**config.mk**
```make
export PLATFORM = sky130hd
export DESIGN_NAME = y86_execute_stage_flat
export DESIGN_NICKNAME = d
export VERILOG_FILES = /design/src/rtl/y86_pkg.sv /design/src/rtl/y86_execute_stage_if.sv /design/src/rtl/y86_alu.sv /design/src/rtl/y86_execute_stage.sv /design/src/flat_wrapper.sv
export SDC_FILE = /design/constraint.sdc
export NUM_CORES = 1
export LEC_CHECK = 0
export BUFFER_PORTS_ARGS = -buffer_cell sky130_fd_sc_hd__buf_2
export CAP_MARGIN = 40
export CELL_PAD_IN_SITES_DETAIL_PLACEMENT = 1
export CELL_PAD_IN_SITES_GLOBAL_PLACEMENT = 1
export CORE_ASPECT_RATIO = 2
export CORE_MARGIN = 1.5
export CORE_UTILIZATION = 35
export CTS_CLUSTER_SIZE = 8
export DETAILED_ROUTE_END_ITERATION = 16
export HOLD_SLACK_MARGIN = 0.06
export PLACE_DENSITY_LB_ADDON = 0.05
export SLEW_MARGIN = 25
export SYNTH_ARGS = -nofsm -noshare
export SYNTH_HDL_FRONTEND = slang
export SYNTH_SLANG_ARGS = --single-unit
```
**constraint.sdc**
```tcl
create_clock -name CLOCK_50 -period 3.9 [get_ports CLOCK_50]
set_input_delay 1.17 -clock CLOCK_50 [delete_from_list [all_inputs] [get_ports CLOCK_50]]
set_output_delay 1.17 -clock CLOCK_50 [all_outputs]
set_load 0.005 [all_outputs]
```
**src/rtl/y86_pkg.sv**
```systemverilog
// Shared Y86 encodings: instruction codes, ALU functions, branch/move conditions
// and the condition-code bundle used by the execute stage.
package y86_pkg;
    localparam logic [3:0] I_HALT   = 4'h0;
    localparam logic [3:0] I_NOP    = 4'h1;
    localparam logic [3:0] I_RRMOVL = 4'h2;
    localparam logic [3:0] I_IRMOVL = 4'h3;
    localparam logic [3:0] I_RMMOVL = 4'h4;
    localparam logic [3:0] I_MRMOVL = 4'h5;
    localparam logic [3:0] I_OPL    = 4'h6;
    localparam logic [3:0] I_JXX    = 4'h7;
    localparam logic [3:0] I_CALL   = 4'h8;
    localparam logic [3:0] I_RET    = 4'h9;
    localparam logic [3:0] I_PUSHL  = 4'hA;
    localparam logic [3:0] I_POPL   = 4'hB;

    localparam logic [3:0] ALU_ADD = 4'h0;
    localparam logic [3:0] ALU_SUB = 4'h1;
    localparam logic [3:0] ALU_AND = 4'h2;
    localparam logic [3:0] ALU_XOR = 4'h3;

    localparam logic [3:0] C_ALWAYS = 4'h0;
    localparam logic [3:0] C_LE     = 4'h1;
    localparam logic [3:0] C_L      = 4'h2;
    localparam logic [3:0] C_E      = 4'h3;
    localparam logic [3:0] C_NE     = 4'h4;
    localparam logic [3:0] C_GE     = 4'h5;
    localparam logic [3:0] C_G      = 4'h6;

    localparam logic [3:0] REG_NONE = 4'hF;

    typedef struct packed {
        logic zf;
        logic sf;
        logic of;
    } cc_t;
endpackage

```
**src/rtl/y86_execute_stage_if.sv**
```systemverilog
// Decode->execute operands in, execute/memory pipeline register out.
interface y86_execute_stage_if;
    logic [3:0]  in_icode, in_ifun, in_rA, in_rB;
    logic [31:0] in_valA, in_valB, in_valC, in_valP;
    logic        in_pred;
    logic [3:0]  exe_icode, exe_rA, exe_rB;
    logic [31:0] exe_valA, exe_valE, exe_valP;
    logic        exe_wrong_pred, exe_apply_fwd;

    modport master (
        output in_icode, in_ifun, in_rA, in_rB, in_valA, in_valB, in_valC, in_valP, in_pred,
        input  exe_icode, exe_rA, exe_rB, exe_valA, exe_valE, exe_valP, exe_wrong_pred, exe_apply_fwd
    );
    modport slave (
        input  in_icode, in_ifun, in_rA, in_rB, in_valA, in_valB, in_valC, in_valP, in_pred,
        output exe_icode, exe_rA, exe_rB, exe_valA, exe_valE, exe_valP, exe_wrong_pred, exe_apply_fwd
    );
endinterface

```
**src/rtl/y86_alu.sv**
```systemverilog
// Combinational ALU computing b <op> a, with the flags an OPl would write to CC.
module y86_alu
    import y86_pkg::*;
(
    input  logic [3:0]  fn,
    input  logic [31:0] a,
    input  logic [31:0] b,
    output logic [31:0] res,
    output cc_t         flags
);
    always_comb begin
        res      = b + a;
        flags.of = 1'b0;
        case (fn)
            ALU_SUB: res = b - a;
            ALU_AND: res = b & a;
            ALU_XOR: res = b ^ a;
            default: res = b + a;
        endcase
        // Sub is b-a, so overflow keys off b's sign rather than a's.
        if (fn == ALU_SUB)
            flags.of = (a[31] != b[31]) && (res[31] != b[31]);
        else if (fn == ALU_ADD)
            flags.of = (a[31] == b[31]) && (res[31] != b[31]);
        flags.zf = (res == 32'h0);
        flags.sf = res[31];
    end
endmodule

```
**src/rtl/y86_execute_stage.sv**
```systemverilog
// Y86 execute stage: ALU, condition evaluation, jXX misprediction detection and
// the execute/memory pipeline register.
module y86_execute_stage
    import y86_pkg::*;
(
    input  logic CLOCK_50,
    input  logic reset,
    y86_execute_stage_if.slave bus
);
    cc_t         cc, alu_flags;
    logic [3:0]  alu_fn;
    logic [31:0] alu_a, alu_b, alu_res;
    logic        cond, valid, fwd_n;
    logic [3:0]  rb_n;

    y86_alu u_alu (.fn(alu_fn), .a(alu_a), .b(alu_b), .res(alu_res), .flags(alu_flags));

    // Conditions see CC as left by the previous OPl, never the current one.
    always_comb begin
        cond = 1'b0;
        case (bus.in_ifun)
            C_ALWAYS: cond = 1'b1;
            C_LE:     cond = (cc.sf ^ cc.of) | cc.zf;
            C_L:      cond = cc.sf ^ cc.of;
            C_E:      cond = cc.zf;
            C_NE:     cond = !cc.zf;
            C_GE:     cond = !(cc.sf ^ cc.of);
            C_G:      cond = !(cc.sf ^ cc.of) && !cc.zf;
            default:  cond = 1'b0;
        endcase
    end

    // Non-OPl address/stack arithmetic goes through the ALU as an add.
    always_comb begin
        alu_fn = ALU_ADD;
        alu_a  = 32'h0;
        alu_b  = 32'h0;
        case (bus.in_icode)
            I_RRMOVL:         alu_a = bus.in_valA;
            I_IRMOVL:         alu_a = bus.in_valC;
            I_RMMOVL,
            I_MRMOVL:         begin alu_a = bus.in_valC; alu_b = bus.in_valB; end
            I_OPL:            begin alu_fn = bus.in_ifun; alu_a = bus.in_valA; alu_b = bus.in_valB; end
            I_CALL, I_PUSHL:  begin alu_a = 32'hFFFF_FFFC; alu_b = bus.in_valB; end
            I_RET, I_POPL:    begin alu_a = 32'h0000_0004; alu_b = bus.in_valB; end
            default:          ;
        endcase
    end

    // A mispredicted jXX in the register means the incoming instruction is wrong-path.
    assign valid = (bus.in_icode <= I_POPL) && !bus.exe_wrong_pred;
    assign rb_n  = (bus.in_icode == I_RRMOVL && !cond) ? REG_NONE : bus.in_rB;
    assign fwd_n = ((bus.in_icode == I_IRMOVL) || (bus.in_icode == I_OPL) ||
                    (bus.in_icode == I_RRMOVL && cond)) && (rb_n != REG_NONE);

    always_ff @(posedge CLOCK_50 or posedge reset) begin
        if (reset) begin
            bus.exe_icode      <= I_NOP;
            bus.exe_rA         <= REG_NONE;
            bus.exe_rB         <= REG_NONE;
            bus.exe_valA       <= 32'h0;
            bus.exe_valE       <= 32'h0;
            bus.exe_valP       <= 32'h0;
            bus.exe_wrong_pred <= 1'b0;
            bus.exe_apply_fwd  <= 1'b0;
            cc                 <= '{zf: 1'b1, sf: 1'b0, of: 1'b0};
        end else if (!valid) begin
            bus.exe_icode      <= I_NOP;
            bus.exe_rA         <= REG_NONE;
            bus.exe_rB         <= REG_NONE;
            bus.exe_valA       <= 32'h0;
            bus.exe_valE       <= 32'h0;
            bus.exe_valP       <= bus.in_valP;
            bus.exe_wrong_pred <= 1'b0;
            bus.exe_apply_fwd  <= 1'b0;
        end else begin
            bus.exe_icode      <= bus.in_icode;
            bus.exe_rA         <= bus.in_rA;
            bus.exe_rB         <= rb_n;
            bus.exe_valA       <= bus.in_valA;
            bus.exe_valE       <= alu_res;
            bus.exe_valP       <= (bus.in_icode == I_JXX && cond) ? bus.in_valC : bus.in_valP;
            bus.exe_wrong_pred <= (bus.in_icode == I_JXX) && (cond != bus.in_pred);
            bus.exe_apply_fwd  <= fwd_n;
            if (bus.in_icode == I_OPL)
                cc <= alu_flags;
        end
    end
endmodule

```
**src/flat_wrapper.sv**
```systemverilog
// flat-port wrapper written by rule: the top's interface ports become plain ports
module y86_execute_stage_flat import y86_pkg::*;
  (CLOCK_50, reset, bus_in_icode, bus_in_ifun, bus_in_rA, bus_in_rB, bus_in_valA, bus_in_valB, bus_in_valC, bus_in_valP, bus_in_pred, bus_exe_icode, bus_exe_rA, bus_exe_rB, bus_exe_valA, bus_exe_valE, bus_exe_valP, bus_exe_wrong_pred, bus_exe_apply_fwd);
  y86_execute_stage_if bus_i ();
  input  logic CLOCK_50;
  input  logic reset;
  input wire logic [$bits(bus_i.in_icode)-1:0] bus_in_icode;
  input wire logic [$bits(bus_i.in_ifun)-1:0] bus_in_ifun;
  input wire logic [$bits(bus_i.in_rA)-1:0] bus_in_rA;
  input wire logic [$bits(bus_i.in_rB)-1:0] bus_in_rB;
  input wire logic [$bits(bus_i.in_valA)-1:0] bus_in_valA;
  input wire logic [$bits(bus_i.in_valB)-1:0] bus_in_valB;
  input wire logic [$bits(bus_i.in_valC)-1:0] bus_in_valC;
  input wire logic [$bits(bus_i.in_valP)-1:0] bus_in_valP;
  input wire logic [$bits(bus_i.in_pred)-1:0] bus_in_pred;
  output wire logic [$bits(bus_i.exe_icode)-1:0] bus_exe_icode;
  output wire logic [$bits(bus_i.exe_rA)-1:0] bus_exe_rA;
  output wire logic [$bits(bus_i.exe_rB)-1:0] bus_exe_rB;
  output wire logic [$bits(bus_i.exe_valA)-1:0] bus_exe_valA;
  output wire logic [$bits(bus_i.exe_valE)-1:0] bus_exe_valE;
  output wire logic [$bits(bus_i.exe_valP)-1:0] bus_exe_valP;
  output wire logic [$bits(bus_i.exe_wrong_pred)-1:0] bus_exe_wrong_pred;
  output wire logic [$bits(bus_i.exe_apply_fwd)-1:0] bus_exe_apply_fwd;
  assign bus_i.in_icode = bus_in_icode;
  assign bus_i.in_ifun = bus_in_ifun;
  assign bus_i.in_rA = bus_in_rA;
  assign bus_i.in_rB = bus_in_rB;
  assign bus_i.in_valA = bus_in_valA;
  assign bus_i.in_valB = bus_in_valB;
  assign bus_i.in_valC = bus_in_valC;
  assign bus_i.in_valP = bus_in_valP;
  assign bus_i.in_pred = bus_in_pred;
  assign bus_exe_icode = bus_i.exe_icode;
  assign bus_exe_rA = bus_i.exe_rA;
  assign bus_exe_rB = bus_i.exe_rB;
  assign bus_exe_valA = bus_i.exe_valA;
  assign bus_exe_valE = bus_i.exe_valE;
  assign bus_exe_valP = bus_i.exe_valP;
  assign bus_exe_wrong_pred = bus_i.exe_wrong_pred;
  assign bus_exe_apply_fwd = bus_i.exe_apply_fwd;
  y86_execute_stage u_core (.CLOCK_50(CLOCK_50), .reset(reset), .bus(bus_i));
endmodule
```
==> metrics.txt, run 1 <==
initial core utilization a little over a third; top cells by area, synth dfrtp_1 30%, ha_1 8.9%, and2_1 5.5%; WHS Path Cells 2; Slew headroom ~53%; Critical Path Fanout Max 5; worst min-delay path startpoint u_core.cc[2]; worst slew pin tran 0.698 ns; CTS tree built; slowest cell on the critical path ha_2; CP Launch Type primary input; #FFs+latches synth between 100 and 150; post-detail-place hpwl 29300 µm; die area 25400 µm²; status complete, but fails checks; RD Place Congestion 0.921; clock buffer depth 2; vias in the first global route around 11000; final hold vios 0; Synth async-reset ratio 100%; Residual DRC 0; DRT Pass-1 Iters 5; sw frac between 30% and 40%; static leakage a little over 7 nW; clock share of power about a third; YS warnings 0; GRT Util Overall 30.8%; VDD IR max around 0.24 mV; largest net degree at the start of global routing 38; Worst path max stage delay between 0.3 and 0.4 ns; fin util between 60% and 70%; Syn Area/Cell between 8 and 9 µm²; IO Port Bufs 256; hold endpoint u_core.cc[2]; initial antenna violation count 2; post-route ant nets 0; RR Endpoint u_core.cc[2]; Pwr Density around 360 nW/µm²; I/O Pins approximately 260; RSZ-0062 raised after global routing yes; Mapped Area 8540 µm²; cts bufs inserted 17; dpl ws -2.09 ns; hold buffer count at cts 0; switching pwr around 1.7 mW; Synth Flop Type dfrtp_1; combinational share of power between 40% and 50%; chip width 113 µm; final wirelength ~40000 µm; First DRT Iteration DRCs about 400; Final period util 137%; Worst EP required around 4.3 ns; Root Driver clkbuf_16; Post-Layout Cell Count 1801; Post-synth EDFFs 0; register share of total power roughly 25%; row cnt 80; Post-Place Cells approximately 1700; pins over their slew limit 0; total power between 5 and 6 mW; H-tree depth 4; Synth Instances 952; Critical R2R Launch u_core.bus.exe_wrong_pred; final setup violation count 27; share of the synthesized area in the top cell type 30.2%; CP startpoint bus_in_icode[0]; core area ~24000 µm²; Tmin final 5.33 ns; max-cap violations 0; Die Span Y ~220 µm; Fmax approximately 190 MHz; arrival time worst endpoint between 5 and 6 ns; Crit Path Class primary input to flip-flop; failing checks setup timing; total gr overflow 0; clock skew 0.00622 ns; sequential-to-total area share from yosys stat approximately a third; clock latency on the worst-skew pair approximately 0.44 ns; Layout area overhead 73.2%; Internal about 3.6 mW; r2r setup slk 1.45 ns; worst hold path class flip-flop to flip-flop; Via density roughly 5.6; share of cells above drive strength 1 about three fifths; number of nets in the layout between 1500 and 2000; global-route wire length before repair a little under 60000 µm; post-synth cell types 70; endpoint class of the critical path flip-flop; reg2reg path depth 10; Final WS setup -1.43 ns; area leader, netlist dfrtp_1; Mapped Nets roughly 1200; clock-pin slew on the worst setup and hold paths approximately 0.06 ns; Vias 10000; wire per inst around 23 µm; Clock Sinks around 110
-- logic make-up (layout without fill, tap and decap cells) --
family,Yosys count,after routing,synth area share (%)
flip-flops,113,113,33.3
AND/OR/NAND/NOR,310,310,19.9
XOR/XNOR,56,56,5.74
multiplexers,61,61,7.65
other,0,2,0
adder cells (fa/ha/maj),62,62,9.17
AO/OA/AOI/OAI,274,274,20.5
buffers and inverters,76,636,3.77
-- flip-flops by register name, summed over array words and instances (netlist names) --
name	count
u_core.bus.exe_valA	32
u_core.bus.exe_valE	32
u_core.bus.exe_valP	32
u_core.bus.exe_icode	4
u_core.bus.exe_rA	4
u_core.bus.exe_rB	4
u_core.cc	3
u_core.bus.exe_apply_fwd	1
u_core.bus.exe_wrong_pred	1
-- power by group through the flow --
stage | combinational [mW] | sequential, mW | clock (mW)
floorplan | 0.835 | 1.38 | 0
global placement | 1.69 | 1.36 | 0
detailed placement | 1.72 | 1.36 | 0
CTS | 1.97 | 1.34 | 1.79
global route | 2.38 | 1.35 | 1.82
finish | 2.23 | 1.34 | 1.76
-- cell usage after synthesis, types with 3 or more instances --
library cell,number
o21a_1,8
xnor2_1,38
nor2_1,74
a2111oi_0,4
inv_1,22
mux2i_1,27
o21ai_0,39
and2_1,75
buf_2,5
clkbuf_1,33
buf_1,12
nor3_1,21
a211oi_1,13
nor4_1,7
dfstp_2,10
mux2_2,34
and3_1,7
nand3_1,14
ha_1,61
nor4bb_1,4
xor2_1,18
a21oi_1,88
buf_6,4
o22ai_1,25
nand2_1,43
or2_2,3
nand2b_1,18
dfrtp_1,103
a31oi_1,10
or3_1,6
nor2b_1,9
a22oi_1,30
o22a_1,8
o21bai_1,4
a21o_1,12
nand4_1,9
o31ai_1,6
o211ai_1,5
nand3b_1,4
-- layer usage --
layer | global-route usage (%) | vias up | part of all wire, %
met1 | 30.8 | 4968 | 35
li1 | - | 4564 | -
met5 | 0 | - | 0
met4 | 18.1 | 0 | 6.0
met2 | 59.2 | 340 | 56
met3 | 4.09 | 137 | 3.8
-- worst max path at each step --
stage	end	slack (ns)	depth (start not counted)
floorplan	u_core.cc[0]	-1.19	21
global placement	u_core.cc[2]	-2.37	22
detailed placement	u_core.cc[2]	-2.09	26
CTS	u_core.cc[2]	-1.32	23
global route	u_core.cc[2]	-1.66	24
finish	u_core.cc[2]	-1.43	26
-- placed cells by master, fill, tap and decap left out, types with 8 or more instances in the layout --
cell	count
a21o_1	11
o21ai_1	8
ha_2	10
o21ai_0	18
buf_6	39
xnor2_1	27
nand4_1	9
o22ai_1	16
dfrtp_1	103
inv_1	20
a22oi_2	10
xnor2_2	10
buf_4	276
ha_1	45
a21oi_2	35
nor3_1	12
mux2i_1	26
nand2_1	31
and2_1	70
buf_2	254
a211oi_1	8
nand2b_1	15
a22oi_1	21
mux2_2	34
xor2_1	14
a21oi_4	13
nor2_1	55
a21oi_1	41
clkbuf_16	17
dfstp_2	10
o21ai_2	11
nor2_4	14
buf_12	10
nand3_1	8
o22ai_2	9
-- worst max-delay path, delay by kind of cell --
kind / cells / cell delay, ns
AO/OA/AOI/OAI: 8 / 1.57
AND/OR/NAND/NOR: 7 / 1.19
buffers and inverters: 7 / 0.94
adder cells (fa/ha/maj): 2 / 0.57
XOR/XNOR: 2 / 0.25
-- layout make-up --
type,instances,area [µm²]
tap,287,359
clock buffer,22,464
timing repair buffer,582,4030
antenna,2,5.00
multi-input combinational,763,6810
inverter,22,93.8
sequential,113,2840
fill,2704,9140
clock inverter,10,183
-- timing repair --
| action | 4_1_cts | 5_1_grt |
|---|---|---|
| setup buffers | 51 | 24 |
| pin swaps | 110 | 81 |
| endpoints found under the hold margin | 0 | 0 |
| gates cloned | 1 | 0 |
| gates resized for setup | 163 | 109 |
| setup endpoints to repair | 30 | 31 |
-- through the flow --
stage | TNS (ns) | hold slack, ns | instance area, µm²
after detailed placement | -37.70 | 0.471 | 12300
final | -22.95 | 0.481 | 14800
after global placement | -36.08 | 0.481 | 12300
after floorplan | -15.77 | 0.447 | 8950
after global routing | -27.34 | 0.514 | 14800
after CTS | -17.59 | 0.484 | 14100
Power figures use the tool's default switching activity.
==> run 2, diff against run 1 <==
SKIP_CTS_REPAIR_TIMING = 1   (was default)
==> metrics.txt, run 2 (synthesized netlist as in run 1, its figures left out) <==
clock latency on the worst-skew pair 0.44 ns (about the same); Residual DRC 0 (unchanged); largest net degree at the start of global routing 38 (unchanged); Crit Path Class primary input to flip-flop; status complete, but fails checks; Fmax 187 MHz (-0.47%); Post-Layout Cell Count 1755 (-2.6%); Multi-input gate area 6420 µm² (-5.8%); FILL cells 2793 (+3.3%); global-route wire length before repair 55500 µm (-6.4%); core area 23900 µm² (unchanged); commonest non-fill, non-tap cell in the layout buf_4; Worst EP required 4.28 ns (about the same); pins over their slew limit 0 (unchanged); wire per inst 21.4 µm (-6.2%); endpoint class of the critical path flip-flop; final hold vios 0 (unchanged); Sequential Area 2840 µm² (unchanged); row cnt 80 (unchanged); Die Span Y 224 µm (unchanged); chip width 113 µm (unchanged); GRT Util Overall 28.9% (-1.9 points); worst slew pin tran 0.700 ns (+0.00226 ns); VDD IR max 0.191 mV (-19%); Critical Path Fanout Max 5 (unchanged); initial antenna violation count 2 (unchanged); Slew headroom 53.2% (-0.15 points); arrival time worst endpoint 5.74 ns (+0.03 ns); die area 25400 µm² (unchanged); H-tree depth 4 (unchanged); CTS tree built; DRT Pass-1 Iters 4 (-1); Via density 5.43 (-2.3%); share of cells above drive strength 1 54.3% (-3.8 points); final wirelength 37500 µm (-8.6%); number of nets in the layout 1662 (-2.7%); I/O Pins 257 (unchanged); Final WS setup -1.46 ns (-0.0254 ns); Worst path max stage delay 0.41 ns (+0.07 ns); fin util 58.2% (-3.6 points); initial core utilization 35.7% (unchanged); setup TNS -20.69 ns (+2.26 ns); clock skew 0.00755 ns (+0.00134 ns); static leakage 6.86 nW (-5.0%); RSZ-0062 raised after global routing yes; First DRT Iteration DRCs 331 (-17%); Final period util 137% (+0.65 points); clock buffer depth 2 (unchanged); total gr overflow 0 (unchanged); slowest cell on the critical path nor4_4; final setup violation count 29 (+7.4%); cts bufs inserted 17 (unchanged); max-cap violations 0 (unchanged); vias in the first global route 10300 (-5.3%); clock-pin slew on the worst setup and hold paths 0.06 ns (about the same); Clock Sinks 113 (unchanged); post-route ant nets 0 (unchanged); Crit path top cell by count buf_4; Tmin final 5.36 ns (+0.0254 ns); worst hold path class flip-flop to flip-flop; Pwr Density 363 nW/µm² (+0.81%); CP Launch Type primary input; failing checks setup timing; Vias 9529 (-4.8%); Regs by FF count u_core.bus.exe_valA: 32 flops, u_core.bus.exe_valE: 32 flops, u_core.bus.exe_valP: 32 flops; Layout area overhead 63.1%; Post-Place Cells 1696 (unchanged); post-detail-place hpwl 29300 µm (unchanged); most frequent cells in the layout 257 x buf_4, 255 x buf_2, 103 x dfrtp_1; Root Driver clkbuf_16; IO Port Bufs 256 (unchanged); dpl ws -2.09 ns (unchanged); RD Place Congestion 0.921 (unchanged); total power 5.06 mW (-5.0%)
run 2: changes by cell type in the layout (fill, tap and decap cells not counted), moves of 5 or more:
cell	previous run	this run
buf_4	276	257
buf_6	39	13
a21oi_2	35	30
a21oi_1	41	51
ha_1	45	53
a21oi_4	13	8
ha_2	10	5
nor2_4	14	9
run 2: per-layer routing:
| metal | vias up | wire [µm] | track usage, % |
|---|---|---|---|
| met2 | 261 | 21300 | 56.3 |
| met5 | - | 0 | 0 |
| met3 | 74 | 1220 | 4.65 |
| met4 | 0 | 1490 | 13.7 |
| li1 | 4475 | - | - |
| met1 | 4719 | 13400 | 29.0 |
run 2: cell type report:
type,instances,share of cell area [%]
Clock inverter,10,1.31
Multi-Input combinational cell,763,46.1
Clock buffer,22,3.33
Sequential cell,113,20.4
Inverter,22,0.674
Antenna cell,2,0.0359
Timing Repair Buffer,536,25.6
Tap cell,287,2.58
run 2: worst max-delay path, delay by kind of cell:
family	cells	cell delay, ns
AOI/OAI and AO/OA	9	1.77
xor gates and xnor gates	2	0.36
adders and majority gates	1	0.17
buffers and inverters	7	1.02
and+or+nand+nor	6	1.22
run 2: worst paths after layout:
check / startpoint / cells after the start / end / slack [ns]
max: bus_in_icode[0] / 25 / u_core.cc[2] / -1.46
min: u_core.cc[2] / 2 / u_core.cc[2] / 0.48
max reg2reg: u_core.bus.exe_wrong_pred / 10 / u_core.cc[2] / 1.49
min reg2reg: u_core.cc[2] / 2 / u_core.cc[2] / 0.48
max in group asynchronous: reset / 4 / u_core.bus.exe_valA[8] / 2.56
min in group asynchronous: reset / 2 / u_core.bus.exe_valA[21] / 0.65
run 2: power breakdown:
group          leakage (nW)  total, mW  switching [mW]  internal (mW)
Combinational          5.17       1.96           0.999          0.965
Sequential             1.37       1.34          0.0341           1.31
Clock                 0.318       1.76           0.591           1.17
Total                  6.86       5.06            1.62           3.44
run 2: per-stage QoR:
| stage | cell area, µm² | hold slack (ns) |
|---|---|---|
| floorplan | 8950 | 0.447 |
| global placement | 12300 | 0.481 |
| detailed placement | 12300 | 0.471 |
| CTS | 12900 | 0.478 |
| global route | 13900 | 0.515 |
| finish | 13900 | 0.478 |
==> run 3, diff against run 2 <==
GPL_ROUTABILITY_DRIVEN = 0   (was default)
RECOVER_POWER = 50   (was default)
==> metrics.txt, run 3 (synthesized netlist as in run 1, its figures left out) <==
Critical Path Fanout Max 7 (+2); Fmax 183 MHz (-1.8%); CP Launch Type primary input; initial core utilization 35.7% (unchanged); largest net degree at the start of global routing 63 (+66%); endpoint class of the critical path flip-flop; Via density 5.54 (+2.0%); worst hold path class flip-flop to flip-flop; wire per inst 22.6 µm (+5.8%); setup TNS -22.17 ns (-1.48 ns); Post-Layout Cell Count 1763 (+0.46%); FILL cells 2761 (-1.1%); reg2reg path depth 10 (unchanged); IO Port Bufs 256 (unchanged); Vias 9762 (+2.4%); final wirelength 39800 µm (+6.3%); failing checks capacitance limit, slew limit, setup timing; final setup violation count 27 (-6.9%); First DRT Iteration DRCs 314 (-5.1%); Clock Sinks 113 (unchanged); max-cap violations 2 (+2); post-route ant nets 0 (unchanged); global-route wire length before repair 55500 µm (about the same); clock buffer depth 2 (unchanged); vias in the first global route 10100 (-2.1%); total gr overflow 0 (unchanged); Worst EP required 4.29 ns (about the same); static leakage 6.88 nW (+0.39%); Layout area overhead 66.2%; DRT Pass-1 Iters 4 (unchanged); clock latency on the worst-skew pair 0.46 ns (+0.02 ns); I/O Pins 257 (unchanged); number of nets in the layout 1668 (+0.36%); clock skew 0.0157 ns (+0.00813 ns); Sequential Area 2840 µm² (unchanged); RR Endpoint u_core.cc[2]; Tmin final 5.46 ns (+0.0973 ns); Die Span Y 224 µm (unchanged); Critical R2R Launch u_core.bus.exe_wrong_pred; total power 5.13 mW (+1.4%); dpl ws -2.31 ns (-0.219 ns); Post-Place Cells 1689 (-0.41%); die area 25400 µm² (unchanged); commonest non-fill, non-tap cell in the layout buf_4; Crit Path Class primary input to flip-flop; VDD IR max 0.228 mV (+19%); share of cells above drive strength 1 54.6% (+0.32 points); most frequent cells in the layout 252 x buf_4, 235 x buf_2, 103 x dfrtp_1; CTS tree built; Multi-input gate area 6650 µm² (+3.6%); Final WS setup -1.56 ns (-0.0973 ns); core area 23900 µm² (unchanged); H-tree depth 4 (unchanged); initial antenna violation count 4 (+2); final hold vios 0 (unchanged); worst slew pin tran 2.18 ns (+1.48 ns); Root Driver clkbuf_16; chip width 113 µm (unchanged); Regs by FF count u_core.bus.exe_valA: 32 flops, u_core.bus.exe_valE: 32 flops, u_core.bus.exe_valP: 32 flops; RSZ-0062 raised after global routing yes; Slew headroom -45.4% (-99 points); end of the critical path u_core.cc[2]; clock-pin slew on the worst setup and hold paths 0.05 ns (about the same); pins over their slew limit 98 (+98); status complete, but fails checks; Pwr Density 362 nW/µm² (-0.49%); cts bufs inserted 17 (unchanged); row cnt 80 (unchanged); arrival time worst endpoint 5.84 ns (+0.10 ns); Final period util 140% (+2.5 points); fin util 59.3% (+1.1 points); Residual DRC 0 (unchanged); r2r setup slk 1.45 ns (-0.04 ns); GRT Util Overall 28.7% (-0.13 points); CP startpoint bus_in_icode[1]; post-detail-place hpwl 29000 µm (-1.0%)
## run 3: critical path, cell delays in order
cell and delay, ns:
buf_12 0.11, and3b_2 0.25, buf_12 0.15, buf_4 0.13, a21oi_2 0.14, o22ai_2 0.11
or4_4 0.60, nor4_4 0.30, buf_6 0.17, buf_4 0.12, nand3b_1 0.09, nand2_1 0.16
xor2_1 0.18, ha_1 0.29, nand4_1 0.16, nor2_1 0.11, a211oi_4 0.23, nand2_2 0.13
o2111ai_2 0.26, nand3_1 0.11, a31o_2 0.27, a2111oi_4 0.37, nand4_1 0.13, nand2_1 0.10
## run 3: how the worst min path moves through the flow
stage                     depth (start not counted)    startpoint  slack (ns)            to
after floorplan                                   2  u_core.cc[2]        0.45  u_core.cc[2]
after global placement                            2  u_core.cc[1]        0.48  u_core.cc[1]
after detailed placement                          2  u_core.cc[2]        0.48  u_core.cc[2]
after CTS                                         2  u_core.cc[2]        0.49  u_core.cc[2]
after global routing                              2  u_core.cc[2]        0.52  u_core.cc[2]
final                                             2  u_core.cc[2]        0.49  u_core.cc[2]
## run 3: area by class of cell
type,instances,area share (%)
diodes,4,0.0705
clock buffers,22,3.27
clock inverters,10,1.11
inverters,22,0.626
multi-input cells,763,46.8
flip-flops and latches,113,20.0
well taps,287,2.53
repair buffers,542,25.5
## run 3: per-stage QoR
stage / hold WS, ns / area, µm²
finish: 0.491 / 14200
global route: 0.522 / 14200
CTS: 0.486 / 12800
detailed placement: 0.478 / 12200
global placement: 0.482 / 12200
floorplan: 0.447 / 8950
## run 3: layer usage
metal | part of all wire [%] | global-route usage, %
met5 | 0 | 0
met1 | 35 | 29.5
met3 | 3.5 | 4.25
met4 | 6.1 | 15.2
met2 | 56 | 54.9
## run 3: power breakdown
part | switching (mW) | internal, mW
clock | 0.621 | 1.10
combinational | 1.06 | 1.01
sequential | 0.0350 | 1.31
total | 1.71 | 3.42
